$ cat config.mk
export PLATFORM = sky130hd
export DESIGN_NAME = mem_bus_arbiter
export DESIGN_NICKNAME = d
export VERILOG_FILES = /design/src/rtl/mem_bus_arbiter.sv
export SDC_FILE = /design/constraint.sdc
export NUM_CORES = 1
export LEC_CHECK = 0
export CAP_MARGIN = 20
export CORE_UTILIZATION = 35
export CTS_CLUSTER_DIAMETER = 150
export DETAILED_ROUTE_END_ITERATION = 16
export PLACE_DENSITY = 0.74
export SLEW_MARGIN = 40
export SYNTH_ARGS = -nofsm -noshare
export SYNTH_HDL_FRONTEND = slang
export SYNTH_SLANG_ARGS = --single-unit
$ cat constraint.sdc
create_clock -name clk_i -period 1.3 [get_ports clk_i]
set_input_delay 0.26 -clock clk_i [delete_from_list [all_inputs] [get_ports clk_i]]
set_output_delay 0.26 -clock clk_i [all_outputs]
set_load 0.05 [all_outputs]
$ cat src/rtl/mem_bus_arbiter.sv
// Arbiter/sequencer sharing one memory controller between fetch (F) and data (D) requesters.
// Optional MEM_ARB_ROUND_ROBIN_EN: alternate owners on contention instead of fixed D-over-F priority.
module mem_bus_arbiter #(
  parameter int WORD = 16,
  localparam int AW = WORD - (WORD / 8) + 1
) (
  input  logic            clk_i,
  input  logic            rst_i,
  input  logic            f_req_i,
  input  logic [1:0]      f_sel_i,
  input  logic [AW-1:0]   f_addr_i,
  input  logic            d_req_i,
  input  logic            d_rw_i,
  input  logic            d_psw_i,
  input  logic [1:0]      d_sel_i,
  input  logic [AW-1:0]   d_addr_i,
  input  logic [WORD-1:0] d_wdata_i,
  output logic            f_done_o,
  output logic            d_done_o,
  output logic [WORD-1:0] rdata_o,
  output logic [1:0]      gnt_o,
  output logic            mc_en_o,
  output logic            mc_rw_o,
  output logic            mc_psw_o,
  output logic [1:0]      mc_sel_o,
  output logic [AW-1:0]   mc_addr_o,
  output logic [WORD-1:0] mc_wdata_o,
  input  logic            mc_busy_i,
  input  logic [WORD-1:0] mc_rdata_i
);

  typedef enum logic [1:0] {S_IDLE, S_ISSUE, S_WAIT, S_DONE} state_t;

  state_t          state_q, state_d;
  logic [1:0]      gnt_q, gnt_d;
  logic            mc_en_q, mc_en_d;
  logic            mc_rw_q, mc_rw_d;
  logic            mc_psw_q, mc_psw_d;
  logic [1:0]      mc_sel_q, mc_sel_d;
  logic [AW-1:0]   mc_addr_q, mc_addr_d;
  logic [WORD-1:0] mc_wdata_q, mc_wdata_d;
  logic [WORD-1:0] rdata_q, rdata_d;
  logic            seen_busy_q, seen_busy_d;
  logic            f_done_q, f_done_d;
  logic            d_done_q, d_done_d;
  logic            d_wins;

`ifdef MEM_ARB_ROUND_ROBIN_EN
  logic last_is_d_q, last_is_d_d;

  // On contention the requester that did not own the last transfer wins.
  always_comb begin
    if (f_req_i && d_req_i) d_wins = ~last_is_d_q;
    else                    d_wins = d_req_i;
  end

  always_comb begin
    last_is_d_d = last_is_d_q;
    if (state_q == S_IDLE && (f_req_i || d_req_i)) last_is_d_d = d_wins;
  end

  always_ff @(posedge clk_i) begin
    if (rst_i) last_is_d_q <= 1'b0;
    else       last_is_d_q <= last_is_d_d;
  end
`else
  assign d_wins = d_req_i;
`endif

  always_comb begin
    state_d     = state_q;
    gnt_d       = gnt_q;
    mc_en_d     = 1'b0;
    mc_rw_d     = mc_rw_q;
    mc_psw_d    = mc_psw_q;
    mc_sel_d    = mc_sel_q;
    mc_addr_d   = mc_addr_q;
    mc_wdata_d  = mc_wdata_q;
    rdata_d     = rdata_q;
    seen_busy_d = seen_busy_q;
    f_done_d    = 1'b0;
    d_done_d    = 1'b0;
    case (state_q)
      S_IDLE: begin
        gnt_d = 2'b00;
        if (f_req_i || d_req_i) begin
          state_d = S_ISSUE;
          mc_en_d = 1'b1;
          if (d_wins) begin
            gnt_d      = 2'b10;
            mc_rw_d    = d_rw_i;
            mc_psw_d   = d_psw_i;
            mc_sel_d   = d_sel_i;
            mc_addr_d  = d_addr_i;
            mc_wdata_d = d_wdata_i;
          end else begin
            gnt_d     = 2'b01;
            mc_rw_d   = 1'b0;
            mc_psw_d  = 1'b0;
            mc_sel_d  = f_sel_i;
            mc_addr_d = f_addr_i;
          end
        end
      end
      S_ISSUE: state_d = S_WAIT;
      S_WAIT: begin
        if (mc_busy_i) begin
          rdata_d     = mc_rdata_i;
          seen_busy_d = 1'b1;
        end
        // Falling busy ends both ack-terminated and immediate PSW transfers.
        if (seen_busy_q && !mc_busy_i) begin
          state_d  = S_DONE;
          f_done_d = gnt_q[0];
          d_done_d = gnt_q[1];
        end
      end
      S_DONE: begin
        seen_busy_d = 1'b0;
        gnt_d       = 2'b00;
        state_d     = S_IDLE;
      end
      default: state_d = S_IDLE;
    endcase
  end

  always_ff @(posedge clk_i) begin
    if (rst_i) begin
      state_q     <= S_IDLE;
      gnt_q       <= '0;
      mc_en_q     <= 1'b0;
      mc_rw_q     <= 1'b0;
      mc_psw_q    <= 1'b0;
      mc_sel_q    <= '0;
      mc_addr_q   <= '0;
      mc_wdata_q  <= '0;
      rdata_q     <= '0;
      seen_busy_q <= 1'b0;
      f_done_q    <= 1'b0;
      d_done_q    <= 1'b0;
    end else begin
      state_q     <= state_d;
      gnt_q       <= gnt_d;
      mc_en_q     <= mc_en_d;
      mc_rw_q     <= mc_rw_d;
      mc_psw_q    <= mc_psw_d;
      mc_sel_q    <= mc_sel_d;
      mc_addr_q   <= mc_addr_d;
      mc_wdata_q  <= mc_wdata_d;
      rdata_q     <= rdata_d;
      seen_busy_q <= seen_busy_d;
      f_done_q    <= f_done_d;
      d_done_q    <= d_done_d;
    end
  end

  assign f_done_o   = f_done_q;
  assign d_done_o   = d_done_q;
  assign rdata_o    = rdata_q;
  assign gnt_o      = gnt_q;
  assign mc_en_o    = mc_en_q;
  assign mc_rw_o    = mc_rw_q;
  assign mc_psw_o   = mc_psw_q;
  assign mc_sel_o   = mc_sel_q;
  assign mc_addr_o  = mc_addr_q;
  assign mc_wdata_o = mc_wdata_q;

endmodule
==> flow_metrics.py <==
metrics = {
    "finish": {
        "utilization": 0.715,
        "syn_to_final_growth_pct": 92.8,
        "num_antenna_cells": 0,
        "nFillCells": 483,
        "final_nets": 482,
        "layout-drive-gt1-share": 0.295,
        "instances_no_fill": 484,
    },
    "timing": {
        "final.setup.worst_slack_ps": 15.4,
        "slew_headroom": 0.792,
        "period_share": 0.988,
        "tightest_slew_ps": 312,
        "fmax_mhz": 778,
        "setup_viol": 0,
        "skew_ps": 4.61,
        "rsz0062_at_grt": "true",
        "min_period_ps": 1280,
        "final_max_slew_viol_count": 0,
        "final-hold-violation-count": 0,
    },
    "global_routing": {
        "grt_first_pass_wirelength_um": 11200,
        "grt_remaining_overflow": 0,
        "busiest_layer": "met2",
        "grtUsageMet2": 0.365,
        "grt_use_total": 0.199,
        "met3_usage": 0.0477,
        "grt_pass1_vias": 2445,
        "met1_usage": 0.212,
        "grt_antenna_before_repair": 0,
        "grt_max_degree": 29,
    },
    "clock_tree": {
        "cts_tree": "done",
        "htree_levels": 3,
        "cts-buffers-inserted": 9,
        "postCtsSetupBuffers": 0,
        "cts.sinks": 59,
        "clk_latency_ps": 330,
        "root_buffer": "clkbuf_8",
        "clk_pin_slew_ps": 70,
        "clockBufferDepth": 2,
    },
    "die": {
        "pin_count": 129,
        "num_rows": 29,
        "die_h_um": 85.2,
        "design.core.area_um2": 6530,
        "die_x_um": 85.2,
        "dieArea_um2": 7260,
        "start_util": 0.371,
    },
    "critical_path": {
        "crit_start": "state_q[0]$_SDFFE_PP0P_",
        "cp_max_fo": 7,
        "critical_path_class": "reg -> reg",
        "cp_data_arrival_time_ps": 1540,
        "end_kind": "register",
        "rr_worst_depth": 6,
        "timing.rr.start": "state_q[0]$_SDFFE_PP0P_",
        "cp_data_required_time_ps": 1550,
        "critPathLaunchType": "register",
    },
    "logic_synthesis": {
        "synthCells": 264,
        "ys_ff_latch": 59,
        "syn_avg_cell_area_um2": 9.18,
        "syn_nets": 343,
        "ys.flop_type": "dfxtp_1",
        "ys_seq_area_frac": 0.488,
        "ys_types": 24,
        "synth_edf_count": 0,
        "async_reset_ff_frac": 0,
        "ys_warn_count": 0,
        "netlist_area_um2": 2420,
    },
    "placement": {
        "portBuffers": 128,
        "dp_hpwl_um": 5130,
        "placedCellCount": 467,
        "place_congestion": 0.791,
        "post-place-ws_ps": -290,
    },
    "power": {
        "p_leak_nw": 1.86,
        "p_int_mw": 5.18,
        "pwr-share-clk": 0.165,
        "powerDensity_nw_per_um2": 1820,
        "sw_frac_of_total": 0.391,
        "power_switching_mw": 3.33,
        "ir_drop_v": 0.00106,
        "combPwrFrac": 0.536,
        "power_frac_seq": 0.299,
    },
    "hold_path": {
        "min_from": "rst_i",
        "hold_path_depth": 2,
        "min_path_type": "in -> reg",
    },
    "drt": {
        "first_pass_iters": 4,
        "drt-vias-per-instance": 4.77,
        "drc": 0,
        "first_iter_violations": 51,
        "final_antenna_net_count": 0,
        "avgRoutedWirePerCell_um": 14.3,
        "routed_wl_um": 6920,
        "vias": 2308,
    },
    "run_status": {
        "outcome": "completed",
    },
    "flow_run": {
        "cap_violations": 0,
    },
}
[path summary, 6_finish.rpt]
path                           endpoint  slack, ps
max           mc_addr_o[9]$_SDFFE_PP0P_         20
min            seen_busy_q$_SDFFE_PP0P_        200
max reg2reg   mc_addr_o[9]$_SDFFE_PP0P_         20
min reg2reg  mc_wdata_o[5]$_SDFFE_PP0P_        490
[registers in the layout, summed over array words and instances (netlist names)]
register     cells
d_done_o         1
f_done_o         1
gnt_o            2
mc_addr_o       15
mc_en_o          1
mc_psw_o         1
mc_rw_o          1
mc_sel_o         2
mc_wdata_o      16
rdata_o         16
seen_busy_q      1
state_q          2
[power groups by stage]
stage / Combinational [mW] / Sequential (mW) / Clock (mW)
6_report: 4.56 / 2.55 / 1.40
5_1_grt: 4.79 / 2.59 / 1.54
4_1_cts: 4.46 / 2.55 / 1.44
3_5_place_dp: 4.31 / 2.58 / 0
3_3_place_gp: 4.22 / 2.57 / 0
2_1_floorplan: 1.26 / 3.52 / 0
[layout by cell type (no fill, tap or decap), drive strengths merged]
cell type,n
buf,75
clkdlybuf4s50,70
nand2,68
dfxtp,59
a21oi,32
nor2,26
mux2i,18
a211oi,18
clkbuf,13
ha,6
inv,4
a32oi,3
clkinv,3
and2,2
a22oi,2
and4,2
o21a,1
o21ai,1
mux2,1
nand2b,1
o221a,1
dlymetal6s2s,1
[critical path, stage by stage, from the launching register on]
cell       delay (ps)
dfxtp_2           320
inv_2              80
ha_2              200
o21a_4            210
clkbuf_16         170
nor2_1             40
a211oi_2          190
[cells in the mapped netlist (all sizes together), types with 2 or more instances]
library cell / count / area [um2]
a211oi: 18 / 220
a21oi: 32 / 160
a22oi: 2 / 15.0
a32oi: 3 / 26.3
and2: 2 / 12.5
and4: 2 / 17.5
buf: 14 / 105
clkbuf: 5 / 20.0
dfxtp: 59 / 1180
ha: 6 / 75.1
inv: 4 / 15.0
mux2i: 18 / 180
nand2: 68 / 255
nor2: 26 / 97.6
[cells by family after synthesis]
logic type                 after synthesis  synth area share
AOI/OAI and AO/OA                       58             0.184
adders and majority gates                6            0.0310
buffers and inverters                   23            0.0578
DFF                                     59             0.488
muxes                                   19            0.0790
and+or+nand+nor                         99             0.161
[area by class of cell]
cell class | count | area, um2 | area share
timing repair buffer | 147 | 2090 | 0.447
clock inverter | 3 | 15.0 | 0.00321
clock buffer | 12 | 145 | 0.0311
sequential | 59 | 1180 | 0.253
inverter | 4 | 15.0 | 0.00321
multi-input combinational | 182 | 1130 | 0.242
tap | 77 | 96.3 | 0.0206
[metal layers]
metal | wire length (um) | part of all wire
met5 | 0 | 0
met1 | 2750 | 0.40
met4 | 185 | 0.027
met2 | 3670 | 0.53
met3 | 308 | 0.044
[stage by stage]
| stage | total power, mW | hold slack (ps) | area [um2] | setup TNS [ps] |
|---|---|---|---|---|
| after floorplan | 4.78 | 396 | 2430 | 0 |
| after global placement | 6.79 | 479 | 4420 | -8610 |
| after detailed placement | 6.89 | 486 | 4420 | -10110 |
| after CTS | 8.44 | 190 | 4620 | 0 |
| after global routing | 8.92 | 202 | 4670 | -529 |
| final | 8.51 | 196 | 4670 | 0 |
[what timing repair did]
item | in CTS | in global routing
endpoints found under the setup margin | 15 | 44
pin swaps | 0 | 1
gates resized for setup | 3 | 11
hold buffers | 0 | 0
hold endpoints to repair | 0 | 0
cloned | 1 | 1
Note: power is estimated with default switching activity, not from simulation.
